**config.mk**
```make
export PLATFORM = sky130hd
export DESIGN_NAME = score_keeper
export DESIGN_NICKNAME = d
export VERILOG_FILES = /design/src/rtl/score_keeper.sv
export SDC_FILE = /design/constraint.sdc
export NUM_CORES = 1
export LEC_CHECK = 0
export ABC_CLOCK_PERIOD_IN_PS = 3700
export CORE_UTILIZATION = 46
export DETAILED_ROUTE_END_ITERATION = 7
export PLACE_DENSITY_LB_ADDON = 0.1
export REMOVE_ABC_BUFFERS = 1
export SYNTH_ARGS = -nofsm -noshare
export SYNTH_HDL_FRONTEND = slang
export SYNTH_SLANG_ARGS = --single-unit
export TNS_END_PERCENT = 5
```
**constraint.sdc**
```tcl
create_clock -name i_clk -period 3.7 [get_ports i_clk]
set_clock_uncertainty 0.1 [all_clocks]
set_input_delay 0.925 -clock i_clk [delete_from_list [all_inputs] [get_ports i_clk]]
set_output_delay 0.925 -clock i_clk [all_outputs]
set_load 0.05 [all_outputs]
```
**src/rtl/score_keeper.sv**
```systemverilog
// score_keeper
//
// Purpose:
//   Game-side score engine feeding the end-of-game score overlay. Point
//   awards are accumulated into a 3-digit packed-BCD working score that
//   saturates at 999. The score is added one digit per cycle. The displayed
//   score is copied from the working score only on frame boundaries (falling
//   edge of v_sync), so the overlay never tears mid-frame. A session high
//   score is also tracked.
//
// Ports:
//   i_clk          system/pixel clock, rising-edge logic
//   i_rst          synchronous active-high reset
//   i_v_sync       VGA vertical sync, active low; frame boundary = falling edge
//   i_game_start   one-cycle pulse: begin a new game
//   i_game_over    one-cycle pulse: game finished
//   i_point_valid  point award request
//   i_point_value  points to add (0-15, clamped to MAX_DIGIT)
//   o_point_ready  award accepted when valid && ready
//   o_score_value  displayed score, packed BCD {hundreds,tens,ones}
//   o_high_score   session high score, packed BCD
//   o_is_end       end-of-game display enable for the overlay
//   o_new_high     final score beat the previous high score

module score_keeper #(
  parameter logic [3:0] MAX_DIGIT = 4'd9
) (
  input  logic        i_clk,
  input  logic        i_rst,
  input  logic        i_v_sync,
  input  logic        i_game_start,
  input  logic        i_game_over,
  input  logic        i_point_valid,
  input  logic [3:0]  i_point_value,
  output logic        o_point_ready,
  output logic [11:0] o_score_value,
  output logic [11:0] o_high_score,
  output logic        o_is_end,
  output logic        o_new_high
);

  typedef enum logic [2:0] {
    S_IDLE,
    S_PLAYING,
    S_ADD0,
    S_ADD1,
    S_ADD2,
    S_WAIT_END,
    S_ENDED
  } state_t;

  state_t      r_state;
  state_t      w_stateNext;
  logic        w_ready;

  logic        r_prevVsync;
  logic        w_fb;

  logic [11:0] r_work;
  logic [7:0]  r_accLow;
  logic [3:0]  r_addend;
  logic        r_carry;
  logic        r_pendEnd;

  logic [11:0] r_score;
  logic [11:0] r_high;
  logic        r_isEnd;
  logic        r_newHigh;

  logic [3:0]  w_clamped;
  logic [3:0]  w_digIn;
  logic [3:0]  w_addend;
  logic        w_carryIn;
  logic [4:0]  w_digSum;
  logic [3:0]  w_digOut;
  logic        w_carryOut;

  assign w_fb      = r_prevVsync & ~i_v_sync;
  assign w_clamped = (i_point_value > MAX_DIGIT) ? MAX_DIGIT : i_point_value;

  assign o_point_ready = w_ready;
  assign o_score_value = r_score;
  assign o_high_score  = r_high;
  assign o_is_end      = r_isEnd;
  assign o_new_high    = r_newHigh;

  // State register for the game/adder FSM.
  always_ff @(posedge i_clk) begin
    if (i_rst) begin
      r_state <= S_IDLE;
    end else begin
      r_state <= w_stateNext;
    end
  end

  // Next-state logic and the ready handshake. Awards are only taken in
  // PLAYING; the three ADD states walk the digits ones -> tens -> hundreds.
  // A game-over seen during the final digit still has to divert to WAIT_END,
  // so it is ORed with the pending flag rather than waiting for it to land.
  always_comb begin
    w_stateNext = r_state;
    w_ready     = 1'b0;
    case (r_state)
      S_IDLE: begin
        if (i_game_start) w_stateNext = S_PLAYING;
      end
      S_PLAYING: begin
        w_ready = 1'b1;
        if (i_point_valid)    w_stateNext = S_ADD0;
        else if (i_game_over) w_stateNext = S_WAIT_END;
      end
      S_ADD0: w_stateNext = S_ADD1;
      S_ADD1: w_stateNext = S_ADD2;
      S_ADD2: begin
        w_stateNext = (r_pendEnd | i_game_over) ? S_WAIT_END : S_PLAYING;
      end
      S_WAIT_END: begin
        if (w_fb) w_stateNext = S_ENDED;
      end
      S_ENDED: begin
        if (i_game_start) w_stateNext = S_PLAYING;
      end
      default: w_stateNext = S_IDLE;
    endcase
  end

  // Single shared BCD digit adder. Only the ones digit gets the award; the
  // upper digits just absorb the ripple carry. For sums 10..19 the corrected
  // digit s-10 equals the low nibble of s plus 6, modulo 16.
  always_comb begin
    w_digIn    = 4'd0;
    w_addend   = 4'd0;
    w_carryIn  = 1'b0;
    case (r_state)
      S_ADD0: begin
        w_digIn  = r_work[3:0];
        w_addend = r_addend;
      end
      S_ADD1: begin
        w_digIn   = r_work[7:4];
        w_carryIn = r_carry;
      end
      S_ADD2: begin
        w_digIn   = r_work[11:8];
        w_carryIn = r_carry;
      end
      default: ;
    endcase
    w_digSum   = {1'b0, w_digIn} + {1'b0, w_addend} + {4'd0, w_carryIn};
    w_digOut   = w_digSum[3:0];
    w_carryOut = 1'b0;
    if (w_digSum > 5'd9) begin
      w_digOut   = w_digSum[3:0] + 4'd6;
      w_carryOut = 1'b1;
    end
  end

  // Score datapath. New digits collect in r_accLow and the working score is
  // committed in one go at the end of ADD2, so a frame boundary during an add
  // always publishes the pre-add value and never a half-updated one.
  always_ff @(posedge i_clk) begin
    if (i_rst) begin
      r_prevVsync <= 1'b1;
      r_work      <= 12'h000;
      r_accLow    <= 8'h00;
      r_addend    <= 4'd0;
      r_carry     <= 1'b0;
      r_pendEnd   <= 1'b0;
      r_score     <= 12'h000;
      r_high      <= 12'h000;
      r_isEnd     <= 1'b0;
      r_newHigh   <= 1'b0;
    end else begin
      r_prevVsync <= i_v_sync;
      case (r_state)
        S_IDLE: begin
          if (i_game_start) r_work <= 12'h000;
        end
        S_PLAYING: begin
          if (i_point_valid) begin
            r_addend  <= w_clamped;
            r_pendEnd <= i_game_over;
          end
          if (w_fb) r_score <= r_work;
        end
        S_ADD0: begin
          r_accLow[3:0] <= w_digOut;
          r_carry       <= w_carryOut;
          if (i_game_over) r_pendEnd <= 1'b1;
          if (w_fb) r_score <= r_work;
        end
        S_ADD1: begin
          r_accLow[7:4] <= w_digOut;
          r_carry       <= w_carryOut;
          if (i_game_over) r_pendEnd <= 1'b1;
          if (w_fb) r_score <= r_work;
        end
        S_ADD2: begin
          r_work    <= w_carryOut ? 12'h999 : {w_digOut, r_accLow};
          r_pendEnd <= 1'b0;
          if (w_fb) r_score <= r_work;
        end
        S_WAIT_END: begin
          if (w_fb) begin
            r_score <= r_work;
            r_isEnd <= 1'b1;
            if (r_work > r_high) begin
              r_high    <= r_work;
              r_newHigh <= 1'b1;
            end else begin
              r_newHigh <= 1'b0;
            end
          end
        end
        S_ENDED: begin
          if (i_game_start) begin
            r_work    <= 12'h000;
            r_isEnd   <= 1'b0;
            r_newHigh <= 1'b0;
          end
        end
        default: ;
      endcase
    end
  end

endmodule
```
==> results of run 1 <==
==> layout by cell type, fill, tap and decap left out, types with 8 or more instances in the layout <==
master,n
a21oi_1,19
dfxtp_1,56
nor4b_1,11
ha_1,17
mux2i_1,28
nand2_1,30
a32oi_1,18
inv_1,23
o21ai_0,11
clkdlybuf4s50_1,35
a21o_1,8
a211oi_1,17
buf_4,15
nor2_1,33
==> per-layer routing <==
layer	vias up	wire length, µm
li1	1385	-
met1	1315	3590
met2	57	3580
met3	16	251
met4	0	189
met5	-	0
==> power groups by stage <==
stage	combinational [mW]	sequential, mW	clock [mW]
4_1_cts	0.188	0.632	0.374
6_report	0.188	0.632	0.362
3_3_place_gp	0.186	0.646	0
2_1_floorplan	0.105	0.654	0
3_5_place_dp	0.187	0.646	0
5_1_grt	0.205	0.635	0.392
==> worst paths after layout <==
check,slack (ns),end,depth (start not counted),startpoint
worst max-delay path,0.28,r_accLow[5],13,r_state[1]
worst min-delay path,0.35,r_addend[1],2,r_addend[1]
worst max register to register,0.28,r_accLow[5],13,r_state[1]
worst min register to register,0.35,r_addend[1],2,r_addend[1]
==> area by class of cell <==
class,instances,area [µm²],share of cell area [%]
clock inverter,3,25.0,0.674
sequential,56,1120,30.2
tap,77,96.3,2.59
multi-input combinational,256,1850,49.8
inverter,23,86.3,2.32
timing repair buffer,51,468,12.6
clock buffer,5,68.8,1.85
==> critical path: stages (launching register included) <==
cell and delay [ns]:
dfxtp_1 0.38, inv_1 0.12, nor2_1 0.23, and2_1 0.29, o21ai_0 0.13, fa_1 0.39
inv_1 0.09, fa_1 0.21, xnor2_1 0.13, ha_1 0.26, a21o_1 0.18, o31a_1 0.31
ha_1 0.33, a211oi_1 0.20
==> per-stage QoR <==
stage	power (mW)	util (%)	area (µm²)	hold WS [ns]	instances
floorplan	0.759	-	3050	0.321	335
global placement	0.832	55.8	3620	0.337	463
detailed placement	0.834	55.8	3620	0.344	463
CTS	1.19	57.2	3710	0.360	471
global route	1.23	57.2	3710	0.376	471
finish	1.18	57.2	3710	0.354	471
==> registers in the layout, summed over array words and instances, names as in the netlist <==
name / count
o_high_score: 12
o_is_end: 1
o_new_high: 1
o_score_value: 12
r_accLow: 8
r_addend: 4
r_carry: 1
r_pendEnd: 1
r_prevVsync: 1
r_state: 3
r_work: 12
==> cells by family after synthesis <==
group / Yosys count / synth area share, %
AO/OA/AOI/OAI: 99 / 22.9
XOR/XNOR: 1 / 0.277
adder cells (fa/ha/maj): 20 / 8.30
buffers and inverters: 49 / 6.29
flip-flops: 56 / 35.4
multiplexers: 29 / 9.33
AND/OR/NAND/NOR: 107 / 17.5
==> synthesized netlist by cell type, types with 2 or more instances <==
cell / number / share of area [%]
nor2_1: 33 / 3.9
nor4_1: 2 / 0.40
fa_1: 2 / 1.3
or2_2: 3 / 0.59
buf_4: 2 / 0.47
nand4_1: 2 / 0.40
buf_2: 6 / 0.95
dfxtp_1: 56 / 35
nand2_1: 30 / 3.6
a311oi_1: 2 / 0.55
a21o_1: 8 / 1.9
nor2b_1: 7 / 1.4
clkbuf_1: 17 / 2.0
mux2i_1: 28 / 8.9
nand3_1: 2 / 0.32
a22oi_1: 2 / 0.47
and2_1: 7 / 1.4
inv_1: 23 / 2.7
a221oi_1: 2 / 0.55
a32oi_1: 18 / 5.0
o2bb2ai_1: 4 / 1.1
a21oi_1: 19 / 3.0
nand2b_1: 3 / 0.59
nand3b_1: 3 / 0.71
ha_1: 17 / 6.7
nor4b_1: 11 / 3.0
o31ai_1: 3 / 0.71
a211oi_1: 17 / 4.0
o21ai_0: 11 / 1.7
==> metrics.md, run 1 <==
| Metric | Value |
|---|---|
| Worst-margin pin slew | 0.750 ns |
| Number of antenna violations at the first check in global routing | 0 |
| Clock power share | 30.6% |
| Root buffer cell | clkbuf_8 |
| Vias per cell | 5.89 |
| Max cap viols | 0 |
| Vias in the first global route | 2660 |
| Failing checks | DRC |
| Worst hold path class | register to register |
| Syn. warnings | 0 |
| Worst skew pair latency | 0.32 ns |
| Switching share of total power | 29.8% |
| Pre-Repair DR Iteration Count | 7 |
| Final setup margin | 0.276 ns |
| Met3 GRT Util | 3.60% |
| P_leak | 1.56 nW |
| Clock sink count | 56 |
| Die Area | 7210 µm² |
| Setup bufs post-CTS | 0 |
| Global routing's busiest layer | met2 |
| Final Cycle Share | 92.5% |
| Rel. slew slack | 49.5% |
| Critical Path Sink Type | register |
| Grt ovf | 0 |
| Syn_area_per_cell | 8.77 µm² |
| Met1 Use GR | 28.2% |
| Starting Density | 48.7% |
| WL/cell | 16.2 µm |
| Fill count | 602 |
| Die Width | 84.9 µm |
| Max Root-Sink Buffers | 2 |
| Critical path fanouts, max | 7 |
| PD cells | 318 nW/µm² |
| M2 GR Usage | 38.1% |
| Register area share after synthesis | 35.4% |
| Flop pwr share | 53.5% |
| Post_cts resized | 0 |
| DR vias | 2773 |
| First-pass GRT wire length | 12800 µm |
| Gpl congestion | 0.776 |
| Final hold viol count | 0 |
| Setup TNS | 0 ns |
| Synth unique cells | 50 |
| RSZ-0062 raised after global routing | no |
| Crit path launch type | register |
| FMAX | 0.292 GHz |
| Worst-path clk slew | 0.10 ns |
| Worst path required time | 3.83 ns |
| #FFs+latches synth | 56 |
| Psw | 0.352 mW |
| Pins Over Slew Limit | 0 |
| Syn Inst Count | 361 |
| Die H | 84.9 µm |
| Setup-failing EPs final | 0 |
| CTS buffer count | 5 |
| Setup CP Type | register to register |
| Synth-to-Final Area Change | 17.4% |
| Logic pwr share | 15.9% |
| Final ANT Viol Nets | 0 |
| Dpl ws | 0.309 ns |
| Number of DRC violations after detailed-routing iteration 0 | 173 |
| # diodes | 0 |
| Share of layout cells above drive strength 1 | 8.12% |
| WL final | 7610 µm |
| H-tree Lvls | 2 |
| Synth Flop Type | dfxtp_1 |
| # DRC | 3 |
| Asr flop ratio synth | 0% |
| DP HPWL | 5270 µm |
| Post-Synthesis Cell Area | 3160 µm² |
| Port bufs | 36 |
| Worst vdd ir | 167 µV |
| EDFF count, synth | 0 |
| Status | finished, violations left |
| Power Internal | 0.830 mW |
| Largest net degree at the start of global routing | 59 |
| TritonCTS clock tree | done |
| GRT Total Usage | 22.3% |
| CP arrival | 3.56 ns |
| Core Rows | 29 |
| Core Area | 6490 µm² |
| # hold bufs at CTS | 0 |
| Ports | 37 |
| Min cycle time layout | 3.42 ns |
| Final nets | 422 |
(Power assumes the default switching activity.)
==> run 2, diff against run 1 <==
- ABC_AREA: default -> 1
- PLACE_DENSITY: default -> 0.82
- PLACE_DENSITY_LB_ADDON: 0.1 -> default
==> metrics.md, run 2 <==
| Metric | Value |
|---|---|
| Slowest CP cell | dfxtp_1 |
| Most frequent cell after synthesis | inv_1 |
| Worst-path clk slew | 0.09 ns |
| Setup CP Type | register to register |
| Die Width | 82.5 µm |
| Rel. slew slack | 32.3% |
| GRT Total Usage | 21.3% |
| Ports | 37 |
| Synth cell count leaders | 67 x inv_1, 64 x nand2_1, 56 x dfxtp_1 |
| Largest net degree at the start of global routing | 34 |
| #FFs+latches synth | 56 |
| Max Root-Sink Buffers | 2 |
| Critical path fanouts, max | 6 |
| EDFF count, synth | 0 |
| Synth unique cells | 34 |
| Setup bufs post-CTS | 0 |
| Root buffer cell | clkbuf_8 |
| Synth Flop Type | dfxtp_1 |
| Critical Path Sink Type | register |
| Synth-to-Final Area Change | 16.1% |
| # diodes | 0 |
| Vias in the first global route | 2474 |
| Vias per cell | 5.31 |
| Setup-failing EPs final | 0 |
| Post_cts resized | 0 |
| Worst skew pair latency | 0.31 ns |
| CP arrival | 3.47 ns |
| PD cells | 528 nW/µm² |
| Syn. warnings | 0 |
| Core Area | 6100 µm² |
| Share of layout cells above drive strength 1 | 6.73% |
| Number of DRC violations after detailed-routing iteration 0 | 169 |
| FMAX | 0.301 GHz |
| Die H | 82.5 µm |
| Most common cell after layout, fill and taps aside | inv_1 |
| H-tree Lvls | 2 |
| Most frequent cells in the layout | 67 x inv_1, 64 x nand2_1, 56 x dfxtp_1, 55 x a21oi_1, 37 x nand3_1 |
| Status | finished, final reports clean |
| Final ANT Viol Nets | 0 |
| Final hold viol count | 0 |
| Min cycle time layout | 3.33 ns |
| Synth top area share | 37.6% |
| Syn_area_per_cell | 7.21 µm² |
| Syn Inst Count | 413 |
| TritonCTS clock tree | done |
| RSZ-0062 raised after global routing | no |
| Gpl congestion | 1.01 |
| Crit path launch type | register |
| Final Instance Area | 3460 µm² |
| CTS buffer count | 5 |
| Port bufs | 36 |
| Starting Density | 48.9% |
| Final nets | 474 |
| Core Rows | 28 |
| Asr flop ratio synth | 0% |
| # DRC | 0 |
| Critical path's most frequent cell | inv_1 |
| Die Area | 6800 µm² |
| Number of antenna violations at the first check in global routing | 0 |
| Worst vdd ir | 293 µV |
| Register area share after synthesis | 37.6% |
| WL/cell | 13.0 µm |
| Max cap viols | 0 |
| Setup TNS | 0 ns |
| Slowest stage delay, CP | 0.43 ns |
| WL final | 6760 µm |
| DR vias | 2767 |
| Largest cells by area after synthesis | dfxtp_1 38%, a21oi_1 9.2%, inv_1 8.4%, nand2_1 8.1%, ha_1 7.1% |
| Worst-margin pin slew | 1.01 ns |
| Clock sink count | 56 |
| First-pass GRT wire length | 11000 µm |
| DP Area | 3360 µm² |
| Pre-Repair DR Iteration Count | 6 |
| Final Cycle Share | 89.9% |
| # hold bufs at CTS | 0 |
| Yosys top cell by area | dfxtp_1 |
| Worst path required time | 3.84 ns |
| Critical Path, Cell by Cell | inv_1, nor2_2, inv_2, nor2_1, inv_1, o22ai_1, a21oi_1, fa_1, inv_1, fa_1, nand2_1, nand2_1, inv_1, ha_1, inv_1, nand4_1, nand2_1, inv_1, ha_1, a21oi_1 |
| Pins Over Slew Limit | 0 |
| Post-Synthesis Cell Area | 2980 µm² |
| Worst hold path class | register to register |
| Grt ovf | 0 |
| DP HPWL | 4990 µm |
| P_leak | 1.44 nW |
run 2: cell types whose count changed in the layout (fill, tap and decap cells not counted), sizes merged, moves of 18 or more:
cell,before,now
a21oi,19,61
a32oi,18,0
inv,25,69
mux2i,28,0
nand2,30,66
nand3,2,37
o21ai,12,30
run 2: critical path, delay by kind of cell (launching register included):
| kind | cells | cell delay (ns) |
|---|---|---|
| adders and majority gates | 4 | 1.14 |
| and+or+nand+nor | 6 | 0.69 |
| buffers and inverters | 7 | 0.57 |
| DFF | 1 | 0.43 |
| AOI/OAI and AO/OA | 3 | 0.33 |
run 2: kinds of logic (layout without fill, tap and decap cells):
kind of cell / after synthesis / count (layout) / synth area share, %
and+or+nand+nor: 152 / 152 / 22.6
AOI/OAI and AO/OA: 99 / 99 / 18.4
buffers and inverters: 87 / 120 / 12.9
DFF: 56 / 56 / 37.6
adders and majority gates: 19 / 19 / 8.49
run 2: through the flow:
step	utilization, %	setup WS [ns]	hold slack, ns	total power [mW]	instances
after floorplan	-	0.0332	0.332	1.26	396
after global placement	55.2	0.593	0.348	1.46	513
after detailed placement	55.2	0.463	0.354	1.48	513
after CTS	56.7	0.416	0.368	1.83	521
after global routing	56.7	0.0848	0.378	1.93	521
final	56.7	0.372	0.364	1.82	521
run 2: final cells by class:
cell class	count	area, µm²
inverters	70	268
well taps	75	93.8
repair buffers	42	405
clock buffers	7	86.3
fillers	546	2640
clock inverters	1	7.51
flip-flops and latches	56	1120
multi-input cells	270	1470
run 2: power by group:
| part | internal [mW] | switching, mW | total (mW) |
|---|---|---|---|
| clock | 0.153 | 0.199 | 0.351 |
| combinational | 0.218 | 0.494 | 0.712 |
| sequential | 0.701 | 0.0600 | 0.761 |
run 2: worst paths after layout:
check,start,to,slack (ns),cells after the start
setup / recovery,r_state[1],r_accLow[5],0.37,20
hold / removal,r_addend[3],r_addend[3],0.36,2
setup reg to reg,r_state[1],r_accLow[5],0.37,20
hold reg to reg,r_addend[3],r_addend[3],0.36,2
run 2: routing by layer:
metal / share of wire (%) / up-vias / track usage [%]
li1: - / 1415 / -
met1: 46 / 1261 / 26.7
met2: 48 / 77 / 36.4
met3: 4.3 / 14 / 3.74
met4: 2.2 / 0 / 8.07
met5: 0 / - / 0
